### src/rtl/wb_pkg.sv
// Shared constants and types for the register-file writeback front end.
package wb_pkg;

    localparam int unsigned REG_ADDR_W = 5;
    localparam int unsigned NUM_REGS   = 32;
    localparam int unsigned WB_XLEN    = 64;

    typedef struct packed {
        logic [REG_ADDR_W-1:0] rd;
        logic [WB_XLEN-1:0]    data;
    } wb_entry_t;

    // Which producer drives the write port in the current cycle
    typedef enum logic [1:0] {
        SRC_NONE = 2'd0,
        SRC_ALU  = 2'd1,
        SRC_LD   = 2'd2
    } wb_src_e;

endpackage

### src/rtl/wb_fifo.sv
// Synchronous FIFO with separate occupancy count so full/empty never alias.
// DEPTH must be a power of two (pointers wrap naturally), minimum 2.
module wb_fifo #(
    parameter int unsigned DEPTH = 4,
    parameter int unsigned WIDTH = 69
) (
    input  logic                     clk,
    input  logic                     rst_n,
    input  logic                     push,
    input  logic                     pop,
    input  logic [WIDTH-1:0]         wdata,
    output logic [WIDTH-1:0]         rdata,
    output logic                     full,
    output logic                     empty,
    output logic [$clog2(DEPTH):0]   count
);

    localparam int unsigned PTR_W = $clog2(DEPTH);
    localparam logic [PTR_W:0] DEPTH_CNT = (PTR_W + 1)'(DEPTH);

    logic [WIDTH-1:0] mem [DEPTH];
    logic [PTR_W-1:0] wr_ptr_q;
    logic [PTR_W-1:0] rd_ptr_q;
    logic [PTR_W:0]   cnt_q;
    logic             do_push;
    logic             do_pop;

    assign do_push = push && !full;
    assign do_pop  = pop && !empty;
    assign full    = (cnt_q == DEPTH_CNT);
    assign empty   = (cnt_q == '0);
    assign count   = cnt_q;
    assign rdata   = mem[rd_ptr_q];

    // Pointer and occupancy update; contents are not reset (discarded on flush)
    always_ff @(posedge clk or negedge rst_n) begin
        if (!rst_n) begin
            wr_ptr_q <= '0;
            rd_ptr_q <= '0;
            cnt_q    <= '0;
        end else begin
            if (do_push) wr_ptr_q <= wr_ptr_q + 1'b1;
            if (do_pop)  rd_ptr_q <= rd_ptr_q + 1'b1;
            case ({do_push, do_pop})
                2'b10:   cnt_q <= cnt_q + 1'b1;
                2'b01:   cnt_q <= cnt_q - 1'b1;
                default: cnt_q <= cnt_q;
            endcase
        end
    end

    // Storage write
    always_ff @(posedge clk) begin
        if (do_push) mem[wr_ptr_q] <= wdata;
    end

endmodule

### src/rtl/writeback_arbiter.sv
// Merges ALU and buffered load results onto the single register-file write
// port and tracks per-register outstanding writes for RAW stall detection.
// Optional build macro WB_FWD_EN exposes the current-cycle selection
// (fwdValid/fwdRd/fwdData) for the operand-bypass mux.
module writeback_arbiter
    import wb_pkg::*;
#(
    parameter int unsigned LD_DEPTH = 4,
    parameter int unsigned XLEN     = 64
) (
    input  logic                        clk,
    input  logic                        rst_n,
    input  logic                        issueValid,
    input  logic [4:0]                  issueRd,
    input  logic                        aluValid,
    input  logic [4:0]                  aluRd,
    input  logic [XLEN-1:0]             aluData,
    input  logic                        ldValid,
    output logic                        ldReady,
    input  logic [4:0]                  ldRd,
    input  logic [XLEN-1:0]             ldData,
    output logic                        regWrite,
    output logic [4:0]                  writeRegister,
    output logic [XLEN-1:0]             writeData,
    output logic [31:0]                 busyMask,
    output logic [$clog2(LD_DEPTH):0]   ldCount
`ifdef WB_FWD_EN
    ,
    output logic                        fwdValid,
    output logic [4:0]                  fwdRd,
    output logic [XLEN-1:0]             fwdData
`endif
);

    localparam int unsigned ENTRY_W = REG_ADDR_W + XLEN;

    wb_src_e                sel;
    logic [REG_ADDR_W-1:0]  sel_rd;
    logic [XLEN-1:0]        sel_data;
    logic                   wr_en_d;
    logic                   fifo_full;
    logic                   fifo_empty;
    logic                   fifo_pop;
    logic [ENTRY_W-1:0]     fifo_head;

    logic                   reg_write_q;
    logic [REG_ADDR_W-1:0]  write_reg_q;
    logic [XLEN-1:0]        write_data_q;
    logic [NUM_REGS-1:0]    busy_q;
    logic [NUM_REGS-1:0]    busy_d;

    assign ldReady  = !fifo_full;
    assign fifo_pop = (sel == SRC_LD);

    wb_fifo #(
        .DEPTH (LD_DEPTH),
        .WIDTH (ENTRY_W)
    ) u_ld_fifo (
        .clk   (clk),
        .rst_n (rst_n),
        .push  (ldValid && ldReady),
        .pop   (fifo_pop),
        .wdata ({ldRd, ldData}),
        .rdata (fifo_head),
        .full  (fifo_full),
        .empty (fifo_empty),
        .count (ldCount)
    );

    // Source selection: ALU has no backpressure so it always wins
    always_comb begin
        sel      = SRC_NONE;
        sel_rd   = '0;
        sel_data = '0;
        if (aluValid) begin
            sel      = SRC_ALU;
            sel_rd   = aluRd;
            sel_data = aluData;
        end else if (!fifo_empty) begin
            sel      = SRC_LD;
            sel_rd   = fifo_head[ENTRY_W-1:XLEN];
            sel_data = fifo_head[XLEN-1:0];
        end
    end

    // x0 entries still consume their slot but never raise the write enable
    assign wr_en_d = (sel != SRC_NONE) && (sel_rd != '0);

    // Scoreboard next state: a new issue outranks a completing write to the same rd
    always_comb begin
        busy_d = busy_q;
        if (wr_en_d) busy_d[sel_rd] = 1'b0;
        if (issueValid && (issueRd != '0)) busy_d[issueRd] = 1'b1;
        busy_d[0] = 1'b0;
    end

    // Registered write port and scoreboard state
    always_ff @(posedge clk or negedge rst_n) begin
        if (!rst_n) begin
            reg_write_q  <= 1'b0;
            write_reg_q  <= '0;
            write_data_q <= '0;
            busy_q       <= '0;
        end else begin
            reg_write_q <= wr_en_d;
            if (sel != SRC_NONE) begin
                write_reg_q  <= sel_rd;
                write_data_q <= sel_data;
            end
            busy_q <= busy_d;
        end
    end

    assign regWrite      = reg_write_q;
    assign writeRegister = write_reg_q;
    assign writeData     = write_data_q;
    assign busyMask      = busy_q;

`ifdef WB_FWD_EN
    assign fwdValid = wr_en_d;
    assign fwdRd    = sel_rd;
    assign fwdData  = sel_data;
`endif

endmodule

### config.mk
export PLATFORM = sky130hd
export DESIGN_NAME = writeback_arbiter
export DESIGN_NICKNAME = d
export VERILOG_FILES = /design/src/rtl/wb_pkg.sv /design/src/rtl/wb_fifo.sv /design/src/rtl/writeback_arbiter.sv
export SDC_FILE = /design/constraint.sdc
export NUM_CORES = 1
export LEC_CHECK = 0
export BUFFER_PORTS_ARGS = -buffer_cell sky130_fd_sc_hd__clkbuf_2
export CORE_MARGIN = 2
export CORE_UTILIZATION = 50
export DETAILED_ROUTE_END_ITERATION = 16
export GPL_TIMING_DRIVEN = 0
export PLACE_DENSITY = 0.79
export SLEW_MARGIN = 20
export SYNTH_ARGS = -nofsm -noshare
export SYNTH_HDL_FRONTEND = slang
export SYNTH_SLANG_ARGS = --single-unit
export TNS_END_PERCENT = 30
### constraint.sdc
create_clock -name clk -period 3.4 [get_ports clk]
set_input_delay 0.68 -clock clk [delete_from_list [all_inputs] [get_ports clk]]
set_output_delay 0.68 -clock clk [all_outputs]
set_load 0.01 [all_outputs]
==> flow_summary.ini <==
[status]
outcome = finished, final reports clean

[cts]
cts_tree = done
clk_pin_slew_ns = 0.06
numCtsBuffers = 39
postCtsSetupBuffers = 0
cts_root_buf = clkbuf_16
cts_resized = 0
ctsHoldBuffers = 0
htreeDepth = 2
cts.sinks = 384
clock_latency_ns = 0.53
clockBufferDepth = 3

[drt]
via_count = 9011
wl_per_cell_um = 21.8
ant_nets = 0
route.detailed.drc = 0
drt_iter0_drc = 653
dr.pass1.iters = 5
vias_per_cell = 5.59
wirelength_mm = 35.1

[synth]
synth.area.mux_share = 0.149
synth_seq_area_share = 0.722
synth_flop_cell = edfxtp_1
synthCells = 897
synth_area_um2 = 15200
synth_xor_area_frac = 0.00345
synth_edf_count = 276
syn-num-nets = 1051
yosys_register_bits = 384
synth_adder_area_share = 0.00543
yosysWarnings = 0
synth-simple-area-share = 0.0530
synth_top_family_by_area = multiplexers
async_flop_share = 0.281
synth_compound_area_frac = 0.0484
netlist-cell-type-count = 42
syn_avg_cell_area_um2 = 17.0

[floorplanning]
io_pins = 254
core_um2 = 29800
die_h_um = 178
die_w_um = 178
num_rows = 63
dieArea_um2 = 31800
start_util = 0.511

[grt]
first_global_vias = 9369
gr-total-overflow = 0
grt_use_met3 = 0.0561
track_usage = 0.224
grt_busiest_layer = met2
use_met2 = 0.373
grt_max_degree = 81
grt.met1_usage = 0.298
antenna_found_initial = 3
grt_pass1_wl_mm = 53.1

[layout]
multiInputGateArea_um2 = 3970
area_delta_synth_final_pct = 20.8
utilization = 0.617
fillers = 2178
antenna_cells = 0
seqCellArea_um2 = 11000
layout.nets = 1346
drive_gt1_frac = 0.328

[sta]
fmax_mhz = 344
slew_headroom = 0.314
setup_violations = 0
finalHoldViolCount = 0
tns_ns = 0
tightest_slew_ns = 1.02
grt_setup_unrepaired = no
period_needed_ns = 2.90
report.final.slew_viol_count = 0
layout_worst_path_cycle_share = 0.854
finClkSkew_ns = 0.0213

[power]
vdd_drop_max_mv = 0.534
p_leak_uw = 0.00733
p_per_area_nw_per_um2 = 830

[worst_setup_path]
arrival_ns = 3.24
critPathMaxFanout = 10
critical_path_class = reg2reg
worstPathRequired_ns = 3.74
endpoint_kind = register
critPathLaunchType = register

[place]
routabilityCongestion = 0.871
io_buffers = 249
dp_hpwl_mm = 23.2

[worst_hold_path]
min_path_type = in2async

[run]
maxCapViolCount = 0
layer usage:
layer	vias up	part of all wire
li1	4069	-
met1	4516	0.40
met2	362	0.49
met3	58	0.083
met4	6	0.019
met5	-	0.0011
cell usage after synthesis, types with 6 or more instances:
master	n	share of area
a211o_1	19	0.011
buf_1	10	0.0025
nand3b_1	8	0.0039
mux4_2	70	0.10
inv_1	19	0.0047
and3_1	24	0.0099
a31oi_1	14	0.0058
nand2_1	76	0.019
buf_2	8	0.0026
clkbuf_1	28	0.0069
dfrtp_1	108	0.18
o21ai_0	84	0.028
nand3_1	6	0.0020
mux2i_1	68	0.045
edfxtp_1	276	0.54
nor2_1	32	0.0079
layout by cell type, fill, tap and decap left out, drive strengths merged, types with 8 or more instances in the layout:
| master | count |
|---|---|
| o21ai | 84 |
| nor2 | 32 |
| a31oi | 14 |
| a211o | 19 |
| buf | 25 |
| clkbuf | 332 |
| and3 | 24 |
| nand2 | 76 |
| clkinv | 10 |
| mux4 | 70 |
| nand3b | 8 |
| edfxtp | 276 |
| mux2i | 68 |
| dfrtp | 108 |
| inv | 21 |
flip-flops by register name, indices dropped and copies added (netlist names):
| signal | flops |
|---|---|
| u_ld_fifo.wr_ptr_q | 2 |
| busyMask | 31 |
| u_ld_fifo.mem | 276 |
| u_ld_fifo.rd_ptr_q | 2 |
| writeRegister | 5 |
| writeData | 64 |
| regWrite | 1 |
| u_ld_fifo.count | 3 |
logic make-up (layout without fill, tap and decap cells):
logic type      after synthesis  after routing
mux                         139            139
simple gates                169            169
other cells                   1              1
fa+ha+maj                     6              6
flops                       384            384
xor+xnor                      6              6
compound gates              125            125
buf+inv                      67            391
cell type report:
| class | instances | area share |
|---|---|---|
| plain buffers | 48 | 0.0110 |
| repair buffers | 254 | 0.0758 |
| well taps | 390 | 0.0265 |
| multi-input cells | 446 | 0.216 |
| flip-flops and latches | 384 | 0.598 |
| clock inverters | 15 | 0.00776 |
| inverters | 19 | 0.00388 |
| clock buffers | 55 | 0.0612 |
metrics by stage:
stage | cell area (um^2) | instances | setup slack, ns | total power, uW | hold slack [ns]
after CTS | 18400 | 1611 | 0.505 | 15400 | 0.0491
after detailed placement | 17100 | 1541 | 0.514 | 11200 | 0.494
final | 18400 | 1611 | 0.496 | 15300 | 0.0621
after floorplan | 15200 | 897 | 0.529 | 9570 | 0.384
after global placement | 16900 | 1536 | -0.857 | 11000 | 0.489
after global routing | 18400 | 1611 | 0.358 | 16000 | 0.0608
worst paths after layout:
kind / from / endpoint / slack, ns / depth (start not counted)
hold reg to reg: busyMask[20] / busyMask[20] / 0.50 / 1
setup / recovery: u_ld_fifo.rd_ptr_q[0] / busyMask[18] / 0.50 / 6
max in group asynchronous: rst_n / writeData[21] / 2.57 / 2
min in group clk: aluData[63] / writeData[63] / 0.36 / 3
hold / removal: rst_n / writeData[54] / 0.06 / 1
setup reg to reg: u_ld_fifo.rd_ptr_q[0] / busyMask[18] / 0.50 / 6
where the power goes:
group / switching (uW) / total, uW / internal (uW)
Combinational: 2470 / 4490 / 2020
Clock: 1710 / 4180 / 2470
Sequential: 410 / 6600 / 6190
Total: 4590 / 15300 / 10700
worst max-delay path: stages, from the launching register on:
cell and delay, ns:
dfrtp_1 0.34, buf_6 0.18, buf_2 0.35, buf_2 0.41
mux4_2 0.39, o41ai_1 0.83, o21ai_0 0.21
Note: power is estimated with default switching activity, not from simulation.
